<file path="src/rtl/gt_link_supervisor.sv">
// Bring-up / recovery sequencer for one Ethernet GT channel and its GMII bridge.
// Drives the wrapper soft_reset, retries bounded attempts, latches FAULT when retries run out.
module gt_link_supervisor #(
  parameter int RST_CYCLES    = 16,
  parameter int LOCK_TIMEOUT  = 500000,
  parameter int DONE_TIMEOUT  = 1000000,
  parameter int AN_TIMEOUT    = 5000000,
  parameter int MAX_RETRY     = 4,
  parameter int BUFERR_CYCLES = 64
) (
  input  logic        clk,
  input  logic        reset,
  input  logic        restart,
  input  logic        an_disable,
  input  logic        cpll_locked,
  input  logic        txrx_resetdone,
  input  logic [2:0]  rxbufstatus,
  input  logic [1:0]  txbufstatus,
  input  logic        an_done,
  output logic        soft_reset,
  output logic        link_up,
  output logic        fault,
  output logic [2:0]  state,
  output logic [3:0]  retry_cnt,
  output logic [7:0]  relink_cnt,
  output logic [15:0] buferr_cnt
);

  typedef enum logic [2:0] {
    RESET_PULSE = 3'd0, WAIT_LOCK = 3'd1, WAIT_DONE = 3'd2,
    WAIT_AN     = 3'd3, LINK_UP   = 3'd4, FAULT     = 3'd5
  } st_t;

  // Only the over/underflow bits carry meaning; the rest of the status buses are ignored.
  logic unused_bufstatus;
  assign unused_bufstatus = &{1'b0, rxbufstatus[1:0], txbufstatus[0]};

  logic [4:0] sync1, sync2;
  always_ff @(posedge clk or posedge reset) begin
    if (reset) begin
      sync1 <= '0;
      sync2 <= '0;
    end else begin
      sync1 <= {an_done, txbufstatus[1], rxbufstatus[2], txrx_resetdone, cpll_locked};
      sync2 <= sync1;
    end
  end

  logic lock_s, done_s, an_s, err_s;
  assign lock_s = sync2[0];
  assign done_s = sync2[1];
  assign err_s  = sync2[2] | sync2[3];
  assign an_s   = sync2[4];

  st_t         st_q, st_n;
  logic [23:0] tmr_q, tmr_n;
  logic [3:0]  retry_q, retry_n;
  logic [7:0]  relink_q, relink_n;
  logic [7:0]  run_q, run_n;
  logic [15:0] buferr_q;
  logic        err_d;
  logic        fail, relink;

  always_comb begin
    st_n     = st_q;
    tmr_n    = (tmr_q == 24'd0) ? 24'd0 : tmr_q - 24'd1;
    retry_n  = retry_q;
    relink_n = relink_q;
    fail     = 1'b0;
    relink   = 1'b0;
    run_n    = 8'd0;
    if (st_q == LINK_UP && err_s)
      run_n = (run_q == 8'hFF) ? run_q : run_q + 8'd1;

    case (st_q)
      RESET_PULSE: if (tmr_q == 24'd0) st_n = WAIT_LOCK;
      WAIT_LOCK: begin
        if (lock_s)                st_n = WAIT_DONE;
        else if (tmr_q == 24'd0)   fail = 1'b1;
      end
      WAIT_DONE: begin
        if (!lock_s)               fail = 1'b1;
        else if (done_s)           st_n = an_disable ? LINK_UP : WAIT_AN;
        else if (tmr_q == 24'd0)   fail = 1'b1;
      end
      WAIT_AN: begin
        if (!lock_s || !done_s)    fail = 1'b1;
        else if (an_s)             st_n = LINK_UP;
        else if (tmr_q == 24'd0)   fail = 1'b1;
      end
      LINK_UP: begin
        if (!lock_s || !done_s || (!an_disable && !an_s) ||
            run_n == 8'(BUFERR_CYCLES))
          relink = 1'b1;
      end
      FAULT:   st_n = FAULT;
      default: st_n = RESET_PULSE;
    endcase

    if (fail) begin
      if (retry_q + 4'd1 == 4'(MAX_RETRY)) begin
        st_n    = FAULT;
        retry_n = 4'(MAX_RETRY);
      end else begin
        st_n    = RESET_PULSE;
        retry_n = retry_q + 4'd1;
      end
    end
    if (relink) begin
      st_n     = RESET_PULSE;
      relink_n = (relink_q == 8'hFF) ? relink_q : relink_q + 8'd1;
    end
    if (st_n == LINK_UP && st_q != LINK_UP) retry_n = 4'd0;
    // restart wins over whatever transition was due this cycle
    if (restart) begin
      st_n     = RESET_PULSE;
      retry_n  = 4'd0;
      relink_n = relink_q;
    end

    if (st_n != st_q || restart) begin
      case (st_n)
        RESET_PULSE: tmr_n = 24'(RST_CYCLES - 1);
        WAIT_LOCK:   tmr_n = 24'(LOCK_TIMEOUT - 1);
        WAIT_DONE:   tmr_n = 24'(DONE_TIMEOUT - 1);
        WAIT_AN:     tmr_n = 24'(AN_TIMEOUT - 1);
        default:     tmr_n = 24'd0;
      endcase
    end
  end

  always_ff @(posedge clk or posedge reset) begin
    if (reset) begin
      st_q       <= RESET_PULSE;
      tmr_q      <= 24'(RST_CYCLES - 1);
      retry_q    <= '0;
      relink_q   <= '0;
      run_q      <= '0;
      buferr_q   <= '0;
      err_d      <= 1'b0;
      soft_reset <= 1'b1;
      link_up    <= 1'b0;
      fault      <= 1'b0;
    end else begin
      st_q       <= st_n;
      tmr_q      <= tmr_n;
      retry_q    <= retry_n;
      relink_q   <= relink_n;
      run_q      <= run_n;
      err_d      <= err_s;
      if (err_s && !err_d && buferr_q != 16'hFFFF) buferr_q <= buferr_q + 16'd1;
      soft_reset <= (st_n == RESET_PULSE) || (st_n == FAULT);
      link_up    <= (st_n == LINK_UP);
      fault      <= (st_n == FAULT);
    end
  end

  assign state      = st_q;
  assign retry_cnt  = retry_q;
  assign relink_cnt = relink_q;
  assign buferr_cnt = buferr_q;

endmodule
</file>
<file path="config.mk">
export PLATFORM = sky130hd
export DESIGN_NAME = gt_link_supervisor
export DESIGN_NICKNAME = d
export VERILOG_FILES = /design/src/rtl/gt_link_supervisor.sv
export SDC_FILE = /design/constraint.sdc
export NUM_CORES = 1
export LEC_CHECK = 0
export ABC_AREA = 1
export CAP_MARGIN = 15
export CORE_AREA = 10 10 97 99
export CTS_BUF_LIST = sky130_fd_sc_hd__clkbuf_16
export DETAILED_ROUTE_END_ITERATION = 8
export DIE_AREA = 0 0 107 109
export PLACE_DENSITY = 0.84
export SLEW_MARGIN = 10
export SYNTH_ARGS = -nofsm -noshare
export SYNTH_HDL_FRONTEND = slang
export SYNTH_SLANG_ARGS = --single-unit
export TNS_END_PERCENT = 20
</file>
<file path="constraint.sdc">
create_clock -name clk -period 2.7 [get_ports clk]
set_input_delay 0.54 -clock clk [delete_from_list [all_inputs] [get_ports clk]]
set_output_delay 0.54 -clock clk [all_outputs]
set_load 0.01 [all_outputs]
</file>
==> impl_results.md <==
- Most area-hungry cell type in the Yosys netlist: sky130_fd_sc_hd__dfrtp_1
- Via count: 3557
- Post-CTS clock slew at the launch and capture registers of the worst setup and hold paths: 0.06 ns
- Worst IR drop on VDD: 0.000446 V
- Run status: completed
- Largest cells by area after synthesis: sky130_fd_sc_hd__dfrtp_1 43%, sky130_fd_sc_hd__nand2_1 12%, sky130_fd_sc_hd__nand3_1 6.6%
- Max Root-Sink Buffers: 2
- All-Layer GR Usage: 0.170
- Total negative setup slack: 0 ns
- Share of the synthesized area in the top cell type: 0.433
- CTS HTree Levels: 3
- Arrival time reported for the critical path endpoint: 2.71 ns
- Setup Viol. Count Final: 0
- Hold Slack: 0.348 ns
- Overall power of the completed layout: 2.97 mW
- Die Footprint: 0.0117 mm^2
- Initial antenna violation count: 0
- Yosys Warn Count: 0
- Vertical extent of the die: 109 um
- Worst Setup Slack, final: 0.199 ns
- Number of buffer cells added on primary ports: 42
- Static leakage: 2.66 nW
- Die W: 107 um
- Normalized max-slew margin: 0.716
- Core ar.: 0.00753 mm^2
- FF+latch count, synth: 77
- Most common library cell in the layout ignoring fill and taps: sky130_fd_sc_hd__nand2_1
- Fin cells: 685
- Post-synth ARST share: 1.00
- Logic gate share of total power: 0.124
- Share of the yosys chip area belonging to registers: 0.465
- Internal Dissipation: 2.20 mW
- Number of cells in the design after placement: 669
- Total wire length: 9440 um
- DRC viols: 0
- Max-cap violation count: 0
- Hold Violations, Final: 0
- Cells resized by post-CTS repair: 0
- Global placer's final weighted congestion: 0.885
- Classification of the worst-slack hold path: flop to flop
- I/O pin total: 46
- Maximum fanout encountered on the critical timing path: 14
- Number of standard-cell rows in the floorplan: 32
- Kind of start point of the critical path: flop
- Area Growth Syn to Fin: 21.9%
- Number of setup buffers added after CTS: 0
- Number of antenna-violating nets in the routed design: 0
- Fraction of the cycle the final worst path needs: 0.926
- Number of antenna cells inserted: 0
- Number of enable-type register cells in the synthesized netlist: 0
- Leading register cell type out of synthesis: sky130_fd_sc_hd__dfrtp_1
- CTS Hold Buffers Added: 0
- Transition time at the pin with the least slew margin: 0.426 ns
- Violation count after the first detailed-route iteration: 211
- Synthesized area divided by synthesized cell count: 7.97 um^2
- Initial Utilization: 0.553
- First-pass GRT wire length: 16200 um
- NumNets Final: 596
- Via count of the first global-routing pass: 3709
- Commonest cells after routing, fill and taps aside: 128 x sky130_fd_sc_hd__nand2_1, 72 x sky130_fd_sc_hd__dfrtp_1, 69 x sky130_fd_sc_hd__nor2_1, 60 x sky130_fd_sc_hd__inv_1, 55 x sky130_fd_sc_hd__nand3_1
- Clock share of power: 0.441
- Gate Count Post-Synth: 522
- Fin crit period: 2.50 ns
- Worst path required time: 2.91 ns
- Endpoint type of the worst setup path: flop
- Clk_lat worst skew: 0.34 ns
- Net Sw Frac: 0.258
- WL/cell: 13.8 um
- Clock Root Buffer: sky130_fd_sc_hd__clkbuf_16
- Sequential share of power: 0.435
- TritonCTS Sinks: 77
- Share of final-layout standard cells stronger than drive strength 1: 0.125
- TritonCTS clock tree: yes
- Total nets after synthesis: 540
- F_max: 400 MHz
- Detailed Routing Iterations Pass 1: 5
- Placed wire-length estimate after detailed placement: 6670 um
- Pwr/cell area: 585 mW/mm^2
- Type of the setup path with the least slack: flop to flop
- Pin count of the biggest net entering global routing: 34
- Slew Limit Fails: 0
- Setup repair after global routing missed its margin: false
- P_sw: 0.767 mW
- Number of distinct library cells after synthesis: 35
- Via density per instance: 5.19
- Largest clock skew in the final design: 0.00910 ns
- Grt total ovfl: 0
- Number of buffers inserted during clock tree synthesis: 9
- Post-synthesis instance area: 0.00416 mm^2
- Setup slack at placement: 0.0905 ns
worst max-delay path: stages, from the launching register on:
cell and delay [ns]:
sky130_fd_sc_hd__dfstp_2 0.53, sky130_fd_sc_hd__inv_1 0.05, sky130_fd_sc_hd__ha_1 0.21, sky130_fd_sc_hd__nand2_1 0.13, sky130_fd_sc_hd__nor2_4 0.08, sky130_fd_sc_hd__nand3_4 0.11, sky130_fd_sc_hd__nand2_1 0.07, sky130_fd_sc_hd__nand2_2 0.09
sky130_fd_sc_hd__nand2_4 0.07, sky130_fd_sc_hd__nand2_2 0.10, sky130_fd_sc_hd__nand2_1 0.13, sky130_fd_sc_hd__nor2_2 0.12, sky130_fd_sc_hd__nand2_2 0.08, sky130_fd_sc_hd__a21oi_4 0.17, sky130_fd_sc_hd__nand2_4 0.15, sky130_fd_sc_hd__nand2_1 0.19
sky130_fd_sc_hd__nand2_1 0.09
cell families after synthesis:
group / Yosys count / share of synthesized area
simple gates: 307 / 0.344
flops: 77 / 0.465
buf+inv: 73 / 0.0701
compound gates: 29 / 0.0397
xor+xnor: 29 / 0.0611
fa+ha+maj: 6 / 0.0181
mux: 1 / 0.00271
cell type report:
| type | count | area [um^2] |
|---|---|---|
| clock buffers | 9 | 225 |
| clock inverters | 7 | 98.8 |
| fillers | 615 | 2460 |
| inverters | 68 | 258 |
| multi-input cells | 372 | 1930 |
| flip-flops and latches | 77 | 1930 |
| well taps | 102 | 128 |
| repair buffers | 50 | 493 |
cell usage after synthesis (5+ instances only):
cell type,count
sky130_fd_sc_hd__nor3_1,14
sky130_fd_sc_hd__or2_2,10
sky130_fd_sc_hd__nor2_1,69
sky130_fd_sc_hd__inv_1,61
sky130_fd_sc_hd__xor2_1,18
sky130_fd_sc_hd__nand2_2,7
sky130_fd_sc_hd__a21oi_1,14
sky130_fd_sc_hd__xnor2_1,11
sky130_fd_sc_hd__dfstp_2,5
sky130_fd_sc_hd__nand3_1,55
sky130_fd_sc_hd__inv_2,6
sky130_fd_sc_hd__nand2_1,128
sky130_fd_sc_hd__dfrtp_1,72
sky130_fd_sc_hd__o21ai_0,10
sky130_fd_sc_hd__ha_1,6
registers in the layout, summed over array words and instances, names as in the netlist:
signal and count:
tmr_q 24, buferr_cnt 16, relink_cnt 8, run_q 8, sync1 5, sync2 5
retry_cnt 4, state 3, err_d 1, fault 1, link_up 1, soft_reset 1
per-stage QoR:
stage          instance area (um^2)   util
3_5_place_dp                   4750  0.630
5_1_grt                        5070  0.674
3_3_place_gp                   4750  0.630
6_report                       5070  0.674
4_1_cts                        5070  0.674
2_1_floorplan                  4160      -
final timing paths:
kind	from	to	slack [ns]	cells past startpoint
setup / recovery	tmr_q[0]	tmr_q[14]	0.20	16
hold / removal	sync1[2]	sync2[2]	0.35	0
setup reg to reg	tmr_q[0]	tmr_q[14]	0.20	16
hold reg to reg	sync1[2]	sync2[2]	0.35	0
max in group asynchronous	reset	soft_reset	1.59	3
min in group asynchronous	reset	tmr_q[11]	0.53	2
power groups by stage:
stage | sequential (mW) | combinational, mW | clock (mW)
after floorplan | 1.31 | 0.217 | 0
after global placement | 1.31 | 0.357 | 0
after detailed placement | 1.30 | 0.369 | 0
after CTS | 1.29 | 0.373 | 1.33
after global routing | 1.30 | 0.416 | 1.37
final | 1.29 | 0.368 | 1.31
routing by layer:
layer / GRT usage / up-vias / part of all wire
li1: - / 1748 / -
met1: 0.188 / 1688 / 0.41
met2: 0.297 / 100 / 0.50
met3: 0.0496 / 21 / 0.066
met4: 0.0793 / 0 / 0.021
met5: 0 / - / 0
Power figures use the tool's default switching activity.
